===== config.mk =====
export PLATFORM = sky130hd
export DESIGN_NAME = cmp_unit_pipe
export DESIGN_NICKNAME = d
export VERILOG_FILES = /design/src/rtl/cmp_pkg.sv /design/src/rtl/cmp_core.sv /design/src/rtl/cmp_unit_pipe.sv
export SDC_FILE = /design/constraint.sdc
export NUM_CORES = 1
export LEC_CHECK = 0
export ABC_AREA = 1
export BUFFER_PORTS_ARGS = -buffer_cell sky130_fd_sc_hd__clkbuf_2
export CAP_MARGIN = 0
export CORE_AREA = 3 3 99 101
export DETAILED_ROUTE_END_ITERATION = 8
export DIE_AREA = 0 0 102 104
export PLACE_DENSITY_LB_ADDON = 0.12
export SLEW_MARGIN = 30
export SYNTH_ARGS = -nofsm -noshare
export SYNTH_HDL_FRONTEND = slang
export SYNTH_SLANG_ARGS = --single-unit

===== constraint.sdc =====
create_clock -name CLK -period 2.05 [get_ports CLK]
set_input_delay 0.1025 -clock CLK [delete_from_list [all_inputs] [get_ports CLK]]
set_output_delay 0.1025 -clock CLK [all_outputs]
set_load 0.05 [all_outputs]

===== src/rtl/cmp_pkg.sv =====
// Shared function codes, legacy result codes and relation type for the
// pipelined comparator.
package cmp_pkg;

    localparam logic [2:0] FUN_NOP = 3'd0;
    localparam logic [2:0] FUN_EQ  = 3'd1;
    localparam logic [2:0] FUN_GT  = 3'd2;
    localparam logic [2:0] FUN_LT  = 3'd3;
    localparam logic [2:0] FUN_GE  = 3'd4;
    localparam logic [2:0] FUN_NE  = 3'd5;
    localparam logic [2:0] FUN_MIN = 3'd6;
    localparam logic [2:0] FUN_MAX = 3'd7;

    localparam logic [1:0] RES_FALSE = 2'd0;
    localparam logic [1:0] RES_EQ    = 2'd1;
    localparam logic [1:0] RES_GT    = 2'd2;
    localparam logic [1:0] RES_LT    = 2'd3;

    typedef struct packed {
        logic eq;
        logic gt;
        logic lt;
    } rel_t;

endpackage


===== src/rtl/cmp_core.sv =====
// Combinational magnitude compare with selectable two's-complement mode;
// produces the one-hot relation plus min/max of the operands.
module cmp_core #(
    parameter int WIDTH = 16
) (
    input  logic [WIDTH-1:0] a,
    input  logic [WIDTH-1:0] b,
    input  logic             signed_sel,
    output logic             eq,
    output logic             gt,
    output logic             lt,
    output logic [WIDTH-1:0] min_v,
    output logic [WIDTH-1:0] max_v
);

    logic [WIDTH-1:0] a_key_s;
    logic [WIDTH-1:0] b_key_s;

    // Flipping the sign bit maps signed ordering onto unsigned ordering
    always_comb begin
        a_key_s            = a;
        b_key_s            = b;
        a_key_s[WIDTH-1]   = a[WIDTH-1] ^ signed_sel;
        b_key_s[WIDTH-1]   = b[WIDTH-1] ^ signed_sel;
        eq                 = (a == b);
        gt                 = (a_key_s > b_key_s);
        lt                 = !eq && !gt;
        if (gt) begin
            max_v = a;
            min_v = b;
        end else begin
            max_v = b;
            min_v = a;
        end
    end

endmodule


===== src/rtl/cmp_unit_pipe.sv =====
// Two-stage valid/ready comparator: S1 holds raw compare results, S2 holds
// the formatted result; saturating per-relation statistics on output.
module cmp_unit_pipe
    import cmp_pkg::*;
#(
    parameter int WIDTH     = 16,
    parameter int OUT_WIDTH = WIDTH,
    parameter bit SIGNED_EN = 1'b1,
    parameter int CNT_WIDTH = 8
) (
    input  logic                 CLK,
    input  logic                 RST,
    input  logic [WIDTH-1:0]     A,
    input  logic [WIDTH-1:0]     B,
    input  logic [2:0]           ALU_FUN,
    input  logic                 SIGNED,
    input  logic                 IN_VALID,
    output logic                 IN_READY,
    output logic [OUT_WIDTH-1:0] CMP_OUT,
    output logic                 CMP_FLAG,
    input  logic                 OUT_READY,
    input  logic                 CLR_STATS,
    output logic [CNT_WIDTH-1:0] EQ_CNT,
    output logic [CNT_WIDTH-1:0] GT_CNT,
    output logic [CNT_WIDTH-1:0] LT_CNT
);

    localparam int XW = (OUT_WIDTH > WIDTH) ? OUT_WIDTH : WIDTH;
    localparam logic [CNT_WIDTH-1:0] CNT_MAX = '1;

    // Resize a min/max operand: sign- or zero-extend, or keep the LSBs
    function automatic logic [OUT_WIDTH-1:0] ext_res(input logic [WIDTH-1:0] v,
                                                     input logic sx);
        logic [XW-1:0] w;
        if (sx) begin
            w = XW'($signed(v));
        end else begin
            w = XW'(v);
        end
        return w[OUT_WIDTH-1:0];
    endfunction

    logic                 signed_eff_s;
    logic                 core_eq_s;
    logic                 core_gt_s;
    logic                 core_lt_s;
    logic [WIDTH-1:0]     core_min_s;
    logic [WIDTH-1:0]     core_max_s;
    logic                 s2_adv_s;
    logic                 in_ready_s;
    logic                 out_hs_s;
    logic [OUT_WIDTH-1:0] fmt_s;

    logic                 s1_valid_r;
    rel_t                 s1_rel_r;
    logic [WIDTH-1:0]     s1_min_r;
    logic [WIDTH-1:0]     s1_max_r;
    logic [2:0]           s1_fun_r;
    logic                 s1_signed_r;
    logic                 s2_valid_r;
    rel_t                 s2_rel_r;
    logic [OUT_WIDTH-1:0] s2_out_r;
    logic [CNT_WIDTH-1:0] eq_cnt_r;
    logic [CNT_WIDTH-1:0] gt_cnt_r;
    logic [CNT_WIDTH-1:0] lt_cnt_r;

    assign signed_eff_s = SIGNED & SIGNED_EN;
    assign s2_adv_s     = !s2_valid_r | OUT_READY;
    assign in_ready_s   = !s1_valid_r | s2_adv_s;
    assign out_hs_s     = s2_valid_r & OUT_READY;

    cmp_core #(.WIDTH(WIDTH)) u_core (
        .a          (A),
        .b          (B),
        .signed_sel (signed_eff_s),
        .eq         (core_eq_s),
        .gt         (core_gt_s),
        .lt         (core_lt_s),
        .min_v      (core_min_s),
        .max_v      (core_max_s)
    );

    // S1: capture compare results whenever the stage can advance
    always_ff @(posedge CLK or negedge RST) begin
        if (!RST) begin
            s1_valid_r  <= 1'b0;
            s1_rel_r    <= '0;
            s1_min_r    <= '0;
            s1_max_r    <= '0;
            s1_fun_r    <= FUN_NOP;
            s1_signed_r <= 1'b0;
        end else if (in_ready_s) begin
            s1_valid_r  <= IN_VALID;
            s1_rel_r    <= '{eq: core_eq_s, gt: core_gt_s, lt: core_lt_s};
            s1_min_r    <= core_min_s;
            s1_max_r    <= core_max_s;
            s1_fun_r    <= ALU_FUN;
            s1_signed_r <= signed_eff_s;
        end
    end

    // Result formatting from the S1 relation and selected function
    always_comb begin
        fmt_s = '0;
        case (s1_fun_r)
            FUN_NOP: fmt_s[1:0] = RES_FALSE;
            FUN_EQ:  fmt_s[1:0] = s1_rel_r.eq ? RES_EQ : RES_FALSE;
            FUN_GT:  fmt_s[1:0] = s1_rel_r.gt ? RES_GT : RES_FALSE;
            FUN_LT:  fmt_s[1:0] = s1_rel_r.lt ? RES_LT : RES_FALSE;
            FUN_GE:  fmt_s[1:0] = (s1_rel_r.gt | s1_rel_r.eq) ? RES_EQ : RES_FALSE;
            FUN_NE:  fmt_s[1:0] = !s1_rel_r.eq ? RES_EQ : RES_FALSE;
            FUN_MIN: fmt_s      = ext_res(s1_min_r, s1_signed_r);
            FUN_MAX: fmt_s      = ext_res(s1_max_r, s1_signed_r);
            default: fmt_s      = '0;
        endcase
    end

    // S2: output register, frozen while downstream stalls
    always_ff @(posedge CLK or negedge RST) begin
        if (!RST) begin
            s2_valid_r <= 1'b0;
            s2_rel_r   <= '0;
            s2_out_r   <= '0;
        end else if (s2_adv_s) begin
            s2_valid_r <= s1_valid_r;
            s2_rel_r   <= s1_rel_r;
            s2_out_r   <= fmt_s;
        end
    end

    // Statistics: clear wins over a coincident handshake; no wrap
    always_ff @(posedge CLK or negedge RST) begin
        if (!RST) begin
            eq_cnt_r <= '0;
            gt_cnt_r <= '0;
            lt_cnt_r <= '0;
        end else if (CLR_STATS) begin
            eq_cnt_r <= '0;
            gt_cnt_r <= '0;
            lt_cnt_r <= '0;
        end else if (out_hs_s) begin
            if (s2_rel_r.eq && (eq_cnt_r != CNT_MAX)) begin
                eq_cnt_r <= eq_cnt_r + CNT_WIDTH'(1);
            end
            if (s2_rel_r.gt && (gt_cnt_r != CNT_MAX)) begin
                gt_cnt_r <= gt_cnt_r + CNT_WIDTH'(1);
            end
            if (s2_rel_r.lt && (lt_cnt_r != CNT_MAX)) begin
                lt_cnt_r <= lt_cnt_r + CNT_WIDTH'(1);
            end
        end
    end

    assign IN_READY = in_ready_s;
    assign CMP_OUT  = s2_out_r;
    assign CMP_FLAG = s2_valid_r;
    assign EQ_CNT   = eq_cnt_r;
    assign GT_CNT   = gt_cnt_r;
    assign LT_CNT   = lt_cnt_r;

endmodule


Word-level counts from Yosys, hierarchy flattened
Cells that the tools add are included.

word-level totals
  flip-flop bits (word level) = 83
  input bits = 41
  logic and storage cells = 70

cells by class
  $add $sub $neg = 3
  order comparisons = 1
  equality and inequality tests = 11
  muxes and demuxes = 18
  bitwise operators = 6
  reduce and logical (&&, ||, !) cells = 16

operators by type and width
  cell                                           count
  two-way mux 8 bit                              9
  two-way mux 16 bit                             2
  case mux 14 bit (2 select lines)               1
  adder 8 x 1 -> 8 bit, second input constant    3
  != test 8 bit, second input constant           3
  == test 16 bit                                 1
  greater-than comparator 16 bit                 1
  case mux 2 bit (8 select lines)                1
  == test 3 bit, second input constant           4
  nonzero test 2 bit                             4
  == test 3 x 2 -> 1 bit, second input constant  2
  AND reduction 2 bit                            3
  logical AND 1 bit                              4
  zero test 1 bit                                4
  two-way mux 2 bit                              2
  == test 3 x 1 -> 1 bit, second input constant  1
  zero test 3 bit                                1
  two-way mux 1 bit                              3
  bitwise OR 1 bit                               3
  bitwise XOR 1 bit                              2
  bitwise AND 1 bit                              1

Longest topological paths before layout
Gate-level depths: netlist of run 1.

  depth after elaboration = 5
  depth in mapped cells = 16

Cells and area by module
Synthesis of run 1 repeated with hierarchy kept, for this count alone.

second synthesis, totals
  cell total of the unflattened synthesis = 688
  area, all modules = 5,128.7 um^2

modules (own cells, without submodules)
  module         instances  cells an instance  area each (um^2)  seq. area each (um^2)
  cmp_unit_pipe  1          493                3,948.8           2,077.0
  cmp_core       1          195                1,179.9           0.0

Least setup slack after synthesis of run 1
No wires, ideal clock.

  path type = reg2reg
  start = reg eq_cnt_r[1], in the netlist EQ_CNT[1]
  end = reg eq_cnt_r[5], in the netlist EQ_CNT[5]
  data arrival time = 1.696 ns
  required time = 1.929 ns
  path slack = 0.233 ns
  cell stages (with the launch flop) = 8
  path buffers = 1
  period minus slack after synthesis = 1.817 ns
  path through = dfrtp_1 > ha_1 > nand2_1 > nor3_2 > o21ai_1 > buf_2 > a21oi_1 > nor2_1

on the way
  longest elaborated chain between the ends = 4
  elaborated cells on any way between the ends = 8
  those cells by class = 1 x add/sub; 1 x eq/ne; 3 x mux; 3 x reduce/logical

RTL lines
  item                                                             RTL line                                    source
  from (decl)                                                      cmp_unit_pipe.sv:63                         logic [CNT_WIDTH-1:0] eq_cnt_r;
  from (signal assigned)                                           cmp_unit_pipe.sv:143                        eq_cnt_r <= eq_cnt_r + CNT_WIDTH'(1);
  adder 8 x 1 -> 8 bit / != test 8 bit (equally long branches)     cmp_unit_pipe.sv:143, cmp_unit_pipe.sv:142
  two-way mux 8 bit / logical AND 1 bit (equally long branches)    cmp_unit_pipe.sv:142                        if (s2_rel_r.eq && (eq_cnt_r != CNT_MAX)) begin
  two-way mux 8 bit / nonzero test 2 bit (equally long branches)   -
  two-way mux 8 bit / AND reduction 2 bit (equally long branches)  -

Several ways; a longest one is shown, not always the timed one. The select of a mux whose other input is x is not followed.
A chain may end at the register's enable or synchronous reset.

Worst setup path after layout of run 1
  start = reg s2_valid_r, in the netlist CMP_FLAG
  end = out IN_READY

on the way
  longest elaborated chain between the ends = 3

RTL lines
  item                    RTL line              source
  from (decl)             cmp_unit_pipe.sv:60   logic s2_valid_r;
  from (signal assigned)  cmp_unit_pipe.sv:125  s2_valid_r <= s1_valid_r;
  zero test 1 bit         cmp_unit_pipe.sv:68   assign s2_adv_s = !s2_valid_r | OUT_READY;
  bitwise OR 1 bit        cmp_unit_pipe.sv:68
  bitwise OR 1 bit        cmp_unit_pipe.sv:69   assign in_ready_s = !s1_valid_r | s2_adv_s;
  to (decl)               cmp_unit_pipe.sv:18   output logic IN_READY,

No other way between the ends.

==> results of run 1 <==
==> per-stage QoR <==
step | std cells | hold WS [ps]
2_1_floorplan | 649 | -193
3_3_place_gp | 824 | 95.5
3_5_place_dp | 824 | 98.0
4_1_cts | 845 | 7.34
5_1_grt | 845 | 25.0
6_report | 845 | 24.2
==> power by group through the flow <==
stage               registers [mW]  clock network [mW]  logic (mW)
floorplan                     2.21                   0       0.615
global placement              1.99                   0        1.09
detailed placement            2.01                   0        1.11
CTS                           1.97                1.08        1.12
global route                  2.00                1.16        1.25
finish                        1.98                1.05        1.12
==> worst paths after layout <==
| kind | startpoint | end | slack [ps] | cells after the start |
|---|---|---|---|---|
| worst max-delay path | CMP_FLAG$_DFFE_PN0P_ | IN_READY | 210 | 6 |
| worst min-delay path | B[2] | s1_min_r[2]$_DFFE_PN0P_ | 20 | 3 |
| worst max register to register | LT_CNT[1]$_DFFE_PN0P_ | LT_CNT[3]$_DFFE_PN0P_ | 290 | 9 |
| worst min register to register | s1_max_r[6]$_DFFE_PN0P_ | s1_max_r[6]$_DFFE_PN0P_ | 480 | 2 |
| max in group asynchronous | RST | EQ_CNT[6]$_DFFE_PN0P_ | 1160 | 3 |
| min in group asynchronous | RST | GT_CNT[0]$_DFFE_PN0P_ | 250 | 2 |
==> area by class of cell <==
class,count,area [um2]
Sequential cell,83,2080
Clock inverter,4,26.3
Clock buffer,12,145
Timing Repair Buffer,94,528
Multi-Input combinational cell,435,2270
Tap cell,111,139
Fill cell,855,3520
Inverter,106,404
==> logic make-up (layout without fill, tap and decap cells) <==
| group | after synthesis | count (layout) | synth area share |
|---|---|---|---|
| and+or+nand+nor | 329 | 329 | 0.306 |
| AOI/OAI and AO/OA | 83 | 83 | 0.101 |
| buffers and inverters | 131 | 216 | 0.115 |
| adders and majority gates | 18 | 18 | 0.0458 |
| xor gates and xnor gates | 5 | 5 | 0.00891 |
| DFF | 83 | 83 | 0.423 |
==> worst reg2reg max path, stage by stage, from the launching register on <==
cell,delay [ps]
dfrtp_1,420
ha_1,230
nand2_1,110
inv_1,60
nand3_1,110
nand3_2,120
nand2_1,310
nand2_1,90
o21ai_0,160
nor2_1,50
==> what timing repair did <==
| action | in CTS | in global routing |
|---|---|---|
| endpoints found under the setup margin | 1 | 3 |
| resized for setup | 1 | 1 |
| pin swaps | 0 | 0 |
| hold endpoints to repair | 40 | 0 |
| hold buffers | 5 | 0 |
==> synthesized netlist by cell type, drive strengths merged, types with 10 or more instances <==
library cell	count	area, um2
a21oi	28	174
inv	104	393
o21ai	29	145
nand3	74	400
o22ai	16	100
nand2	194	801
dfrtp	83	2080
clkbuf	10	37.5
nor2	44	195
nand4	11	68.8
buf	15	126
ha	18	225
==> state kept, by name (all words and copies together) (netlist names) <==
name / cells
CMP_FLAG: 1
s2_rel_r: 3
s1_fun_r: 3
s1_valid_r: 1
s1_rel_r: 3
CMP_OUT: 16
EQ_CNT: 8
GT_CNT: 8
s1_min_r: 16
s1_max_r: 16
LT_CNT: 8
==> metal layers <==
| layer | share of wire | up-vias | routed length, um |
|---|---|---|---|
| met3 | 0.049 | 9 | 540 |
| met1 | 0.49 | 1992 | 5440 |
| li1 | - | 2233 | - |
| met5 | 0 | - | 0 |
| met2 | 0.45 | 119 | 4960 |
| met4 | 0.011 | 0 | 124 |
==> run metrics, run 1 <==
outcome complete, no violations; CP max-delay cell dfrtp_1; clock sink total 83; CTS tree built; GRT Resource Usage Total 0.218; final WL 11100 um; CTS root buf clkbuf_8; Area growth syn-to-layout 13.9%; Mean Syn Cell Area 7.57 um2; chip height 104 um; worst skew pair latency 340 ps; met3 GRT Util 0.0288; Worst-path clk slew 80 ps; Placement Setup Slack 115 ps; Worst setup EP type primary output; P_int 2.64 mW; GP Congestion 0.858; flops & latches, synth 83; Clock Path Buffers 2; post-route minimum period 1840 ps; CP Cell Sequence inv_1, nor2_2, inv_2, nor2_4, inv_4, clkbuf_2; DRT iter0 DRCs 202; via count 4353; Congestion Overflow GR 0; Via density 5.15; post-synth net total 708; Max transition margin 0.647; clock power share 0.254; max incr delay on CP 410 ps; fin util 0.614; register share of total power 0.477; CP Launch Type flip-flop; Hold Path Class primary input to flip-flop; Worst-Margin Slew 529 ps; Fin. Hold Viols 0; clock skew 11.1 ps; # H-tree levels 3; Worst EP required 1950 ps; max-cap violation count 0; Setup TNS 0 ps; commonest non-fill, non-tap cell in the layout nand2_1; layer with the highest usage met2; Max Clk Rate 542 MHz; final setup vio count 0; Sw Pwr 1.50 mW; DP HPWL 8210 um; fin. max-slew vios 0; area post-placement 5370 um2; buffers added on ports 82; leak pwr 3.10 nW; final worst-path setup slack 206 ps; WL/cell 13.1 um; initial core utilization 0.539; CP Max Fanout 55; Antenna Cells 0; first-pass GRT wire length 19100 um; Cell Area, Synth 4910 um2; final worst-path cycle share 0.900; pin count of the biggest net entering global routing 56; fin nets 788; M2 GR Usage 0.327; top_reg_cell synth dfrtp_1; DR pass1 iterations 6; Gate power share 0.269; Critical Path AT 1740 ps; Cell Pwr Density 741 nW/um2; met1 Track Usage GR 0.326; register area share after synthesis 0.423; most frequent cells in the layout 180 x nand2_1, 101 x inv_1, 83 x dfrtp_1; Bufs and invs on worst path 4; initial antenna violation count 0; Yosys Warn Count 0; Worst VDD drop 0.303 mV; I/O Pins 83; Netlist cell types 37; Design Area, Final 5590 um2; layout cells sized above 1 0.200; Syn Inst Count 649; DRC violation count after routing 0; Horiz. Die Dim 102 um; antenna viol nets, final 0; critical path's top delay family buffers and inverters; Post-synth EDFFs 0; core footprint 9110 um2; total CTS buffers 9; vias in the first global route 4046; Final Total Pwr 4.15 mW; Switching Fraction 0.362; Die Area 10600 um2; unrepaired setup endpoints after global routing no; row cnt 35; setup bufs post-CTS 0; kind of critical path flip-flop to primary output; asr flop ratio synth 1.00
(Power assumes the default switching activity.)
==> run 2, diff against run 1 <==
--- a/config.mk
+++ b/config.mk
@@ -11,7 +11,7 @@
 export CORE_AREA = 3 3 99 101
 export DETAILED_ROUTE_END_ITERATION = 8
 export DIE_AREA = 0 0 102 104
-export PLACE_DENSITY_LB_ADDON = 0.12
+export PLACE_DENSITY_LB_ADDON = 0.3
 export SLEW_MARGIN = 30
 export SYNTH_ARGS = -nofsm -noshare
 export SYNTH_HDL_FRONTEND = slang
==> constraint.sdc (replaced) <==
create_clock -name CLK -period 2.2 [get_ports CLK]
set_input_delay 0.11 -clock CLK [delete_from_list [all_inputs] [get_ports CLK]]
set_output_delay 0.11 -clock CLK [all_outputs]
set_load 0.05 [all_outputs]
==> run metrics, run 2 (synthesized netlist as in run 1, its figures left out) <==
outcome complete, no violations; Worst-path clk slew 80 ps (about the same); Cell Pwr Density 701 nW/um2 (-5.4%); DRC violation count after routing 0 (unchanged); Area growth syn-to-layout 13.8% (about the same); total CTS buffers 9 (unchanged); CTS tree built; WHS 28.3 ps (+4.16 ps); initial core utilization 0.539 (unchanged); Setup TNS 0 ps (unchanged); fillcell total 824 (-3.6%); final setup vio count 0 (unchanged); max-cap violation count 0 (unchanged); DRT iter0 DRCs 254 (+26%); Seq. cell area 2080 um2 (unchanged); post-route insts no fill 843 (-0.24%); kind of critical path flip-flop to primary output; Placed Cells 822 (-0.24%); Placement Setup Slack 274 ps (+160 ps); Worst EP required 2090 ps (+140 ps); unrepaired setup endpoints after global routing no; Max transition margin 0.574 (-0.0735); clock skew 9.49 ps (-1.57 ps); antenna viol nets, final 0 (unchanged); worst skew pair latency 340 ps (about the same); CP Max Fanout 55 (unchanged); chip height 104 um (unchanged); final worst-path cycle share 0.836; first-pass GRT wire length 18700 um (-1.9%); # H-tree levels 3 (unchanged); Final Total Pwr 3.92 mW (-5.4%); area of the multi-input gates 2270 um2 (unchanged); Clock Path Buffers 2 (unchanged); Hold Path Class primary input to flip-flop; Antenna Cells 0 (unchanged); DP HPWL 8030 um (-2.2%); Congestion Overflow GR 0 (unchanged); row cnt 35 (unchanged); fin. max-slew vios 0 (unchanged); final WL 10700 um (-2.9%); Via density 5.15 (about the same); commonest non-fill, non-tap cell in the layout nand2_1; WL/cell 12.7 um (-2.7%); core footprint 9110 um2 (unchanged); Critical Path AT 1730 ps (about the same); clock sink total 83 (unchanged); DR pass1 iterations 5 (-1); Worst-Margin Slew 638 ps (+108 ps); final worst-path setup slack 362 ps (+156 ps); via count 4345 (-0.18%); post-route minimum period 1840 ps; vias in the first global route 4123 (+1.9%); CP Launch Type flip-flop; Max Clk Rate 544 MHz; pin count of the biggest net entering global routing 56 (unchanged); fin nets 786 (-0.25%); Fin. Hold Viols 0 (unchanged); GP Congestion 0.920 (+7.3%); buffers added on ports 82 (unchanged); leak pwr 3.10 nW (about the same); Die Area 10600 um2 (unchanged); GRT Resource Usage Total 0.214 (-0.00419); Worst VDD drop 0.337 mV (+11%); I/O Pins 83 (unchanged); CTS root buf clkbuf_8; most frequent cells in the layout 180 x nand2_1, 101 x inv_1, 83 x dfrtp_1; initial antenna violation count 0 (unchanged); Worst setup EP type primary output; Horiz. Die Dim 102 um (unchanged); layout cells sized above 1 0.198 (-0.00219)
-- run 2: final timing paths --
check                                       startpoint                 endpoint  slack, ps  depth (start not counted)
worst max register to register   GT_CNT[0]$_DFFE_PN0P_    GT_CNT[3]$_DFFE_PN0P_        420                          9
worst min register to register  s1_valid_r$_DFFE_PN0P_     CMP_FLAG$_DFFE_PN0P_        480                          2
worst min-delay path                              B[1]  s1_min_r[1]$_DFFE_PN0P_         30                          3
max in group asynchronous                          RST  s2_rel_r[0]$_DFFE_PN0P_       1280                          3
worst max-delay path              CMP_FLAG$_DFFE_PN0P_                 IN_READY        360                          6
min in group asynchronous                          RST    GT_CNT[0]$_DFFE_PN0P_        300                          2
-- run 2: cell type report --
type,instances,area share
multi-input cells,435,0.407
inverters,106,0.0723
repair buffers,92,0.0917
clock buffers,11,0.0235
well taps,111,0.0248
flip-flops and latches,83,0.371
clock inverters,5,0.00962
-- run 2: report_power, final --
group	switching, mW	internal, mW
logic	0.730	0.308
registers	0.124	1.71
clock network	0.523	0.522
-- run 2: routing by layer --
| layer | share of wire | wire length [um] | global-route usage |
|---|---|---|---|
| met3 | 0.056 | 597 | 0.0248 |
| met4 | 0.013 | 141 | 0.0712 |
| met5 | 0 | 0 | 0 |
| met1 | 0.47 | 5080 | 0.307 |
| met2 | 0.46 | 4920 | 0.333 |
-- run 2: metrics by stage --
stage,cell area (um2),utilization
6_report,5590,0.614
5_1_grt,5590,0.614
4_1_cts,5590,0.613
3_5_place_dp,5350,0.587
3_3_place_gp,5350,0.587
2_1_floorplan,4910,-
-- run 2: critical path, cell delays in order, from the launching register on --
cell and delay [ps]:
dfrtp_1 400, inv_1 70, nor2_2 40, inv_2 70
nor2_4 40, inv_4 380, clkbuf_2 370
-- run 2: repair_timing --
action / CTS / global route
hold endpoints to repair: 47 / 0
setup endpoints to repair: 0 / 2
gates resized for setup: 0 / 3
setup buffers: 0 / 0
hold buffers: 5 / 0
==> run 3, diff against run 2 <==
--- a/config.mk
+++ b/config.mk
@@ -5,12 +5,12 @@
 export SDC_FILE = /design/constraint.sdc
 export NUM_CORES = 1
 export LEC_CHECK = 0
-export ABC_AREA = 1
+export ABC_AREA = 0
 export BUFFER_PORTS_ARGS = -buffer_cell sky130_fd_sc_hd__clkbuf_2
 export CAP_MARGIN = 0
-export CORE_AREA = 3 3 99 101
+export CORE_AREA = 3 3 93 95
 export DETAILED_ROUTE_END_ITERATION = 8
-export DIE_AREA = 0 0 102 104
+export DIE_AREA = 0 0 96 98
 export PLACE_DENSITY_LB_ADDON = 0.3
 export SLEW_MARGIN = 30
 export SYNTH_ARGS = -nofsm -noshare
==> constraint.sdc (replaced) <==
create_clock -name CLK -period 1.83 [get_ports CLK]
set_input_delay 0.0915 -clock CLK [delete_from_list [all_inputs] [get_ports CLK]]
set_output_delay 0.0915 -clock CLK [all_outputs]
set_load 0.05 [all_outputs]
==> run metrics, run 3 <==
final worst-path setup slack 100 ps (-262 ps); Yosys Warn Count 0 (unchanged); commonest non-fill, non-tap cell in the layout clkbuf_2; outcome complete, no violations; Cell Area, Synth 4330 um2 (-12%); Worst-Margin Slew 497 ps (-141 ps); Synth area leader dfrtp_1; DRT iter0 DRCs 106 (-58%); CP Max Fanout 13 (-76%); top_reg_cell synth dfrtp_1; setup bufs post-CTS 0 (unchanged); chip height 98 um (-5.8%); Area growth syn-to-layout 26.0%; final setup vio count 0 (unchanged); Clock Path Buffers 2 (unchanged); initial core utilization 0.554 (+0.0152); cells on worst reg2reg path 6 (-3); Congestion Overflow GR 0 (unchanged); leak pwr 2.78 nW (-10%); vias in the first global route 3480 (-16%); commonest cells in the synthesized netlist 83 x dfrtp_1, 62 x nor2_1, 53 x nand2_1; row cnt 32 (-8.6%); hold path startpoint B[7]; fin. max-slew vios 0 (unchanged); most frequent cells in the layout 80 x clkbuf_2, 64 x dfrtp_1, 62 x nor2_1; Max Clk Rate 578 MHz; # H-tree levels 3 (unchanged); asr flop ratio synth 1.00 (unchanged); clock sink total 83 (unchanged); fin util 0.699 (+0.0848); CTS root buf clkbuf_8; Placement Setup Slack -278 ps (-553 ps); worst skew pair latency 350 ps (about the same); CP Launch Type flip-flop; Worst-path clk slew 90 ps (about the same); most common cell in the netlist dfrtp_1; Netlist cell types 36 (-2.7%); Hold Path Sink s1_max_r[7]$_DFFE_PN0P_; ranking of synthesized cells by area dfrtp_1 48%, mux2i_1 12%, nor2_1 5.4%, ha_1 5.2%, a21oi_1 5.0%; CTS tree built; max-cap violation count 0 (unchanged); R2R Path End LT_CNT[5]$_DFFE_PN0P_; flop-to-flop setup slack 160 ps (-260 ps); GRT Resource Usage Total 0.207 (-0.00675); share of the synthesized area in the top cell type 0.480 (+0.0569); Antenna Cells 0 (unchanged); WL/cell 14.0 um (+10%); DR pass1 iterations 6 (+1); initial antenna violation count 0 (unchanged); Via density 5.26 (+2.1%); Critical Path AT 1640 ps (-90 ps); clock skew 11.5 ps (+1.97 ps); Reg-to-Reg Start LT_CNT[3]$_DFFE_PN0P_; final worst-path cycle share 0.945; CP max-delay cell dfrtp_2; Hold Path Class primary input to flip-flop; DP HPWL 6900 um (-14%); Fin. Hold Viols 0 (unchanged); Die Area 9410 um2 (-11%); I/O Pins 83 (unchanged); Cell Pwr Density 838 nW/um2 (+19%); Post-synth EDFFs 0 (unchanged); kind of critical path flip-flop to primary output; via count 3485 (-20%); hold path depth 3 (unchanged); Max transition margin 0.668 (+0.0943); Final Total Pwr 4.57 mW (+17%); core footprint 7810 um2 (-14%); DRC violation count after routing 0 (unchanged); Horiz. Die Dim 96 um (-5.9%); fin nets 615 (-22%); flops & latches, synth 83 (unchanged); Worst VDD drop 0.405 mV (+20%); CP Cell Sequence nor2b_1, and2_2, inv_4, buf_4; GP Congestion 0.790 (-14%); Syn Inst Count 436 (-33%); register area share after synthesis 0.480 (+0.0569); final WL 9300 um (-13%); antenna viol nets, final 0 (unchanged); pin count of the biggest net entering global routing 84 (+50%); post-synth net total 495 (-30%); total CTS buffers 9 (unchanged); Mean Syn Cell Area 9.93 um2 (+31%); post-route minimum period 1730 ps; Setup TNS 0 ps (unchanged); Worst EP required 1740 ps (-350 ps); layout cells sized above 1 0.316 (+0.118); Worst setup EP type primary output; first-pass GRT wire length 15600 um (-17%); max incr delay on CP 450 ps (+50 ps); buffers added on ports 82 (unchanged); unrepaired setup endpoints after global routing no
-- run 3: kinds of logic after synthesis --
family,Yosys count,synth area share
AND/OR/NAND/NOR,145,0.146
flip-flops,83,0.480
AO/OA/AOI/OAI,75,0.107
multiplexers,51,0.121
buffers and inverters,42,0.0500
XOR/XNOR,22,0.0445
adder cells (fa/ha/maj),18,0.0520
-- run 3: timing repair --
item                                    CTS  global route
endpoints found under the hold margin    87             0
hold buffers                              5             0
pin swaps                                 0             4
gates resized for setup                   3            13
endpoints found under the setup margin    1            23
-- run 3: metrics by stage --
stage,cell area [um2],hold WS (ps),std cells
after floorplan,4360,-204,436
after global placement,5140,150,642
after detailed placement,5140,158,642
after CTS,5400,70.2,662
after global routing,5460,74.4,662
final,5460,100,662
-- run 3: cell type report --
class | count | area [um2]
Tap cell | 102 | 128
Clock buffer | 13 | 169
Timing Repair Buffer | 131 | 866
Fill cell | 591 | 2350
Inverter | 20 | 77.6
Clock inverter | 2 | 35.0
Sequential cell | 83 | 2100
Multi-Input combinational cell | 311 | 2080
-- run 3: routing by layer --
metal	vias up	global-route usage	part of all wire	wire length [um]
met2	91	0.343	0.49	4570
li1	1730	-	-	-
met3	12	0.0316	0.044	412
met5	-	0	0	0
met1	1652	0.269	0.45	4170
met4	0	0.0810	0.016	150
-- run 3: worst max-delay path: cells and delay by family (launching register included) --
kind | cells | cell delay, ps
buffers and inverters | 2 | 400
DFF | 1 | 450
and+or+nand+nor | 2 | 420
-- run 3: how the worst max path moves through the flow --
stage | startpoint | endpoint | slack (ps) | depth (start not counted)
CTS | CMP_FLAG$_DFFE_PN0P_ | IN_READY | 50 | 4
finish | CMP_FLAG$_DFFE_PN0P_ | IN_READY | 100 | 4
floorplan | B[5] | s1_max_r[0]$_DFFE_PN0P_ | 7 | 11
global route | B[7] | s1_max_r[0]$_DFFE_PN0P_ | 10 | 11
global placement | B[7] | s1_max_r[8]$_DFFE_PN0P_ | -190 | 11
detailed placement | B[7] | s1_max_r[5]$_DFFE_PN0P_ | -280 | 11
-- run 3: power breakdown --
group          internal [mW]  switching (mW)  total (mW)
logic                  0.438           0.641        1.08
clock network          0.735           0.617        1.35
registers               2.02           0.119        2.14
total                   3.19            1.38        4.57
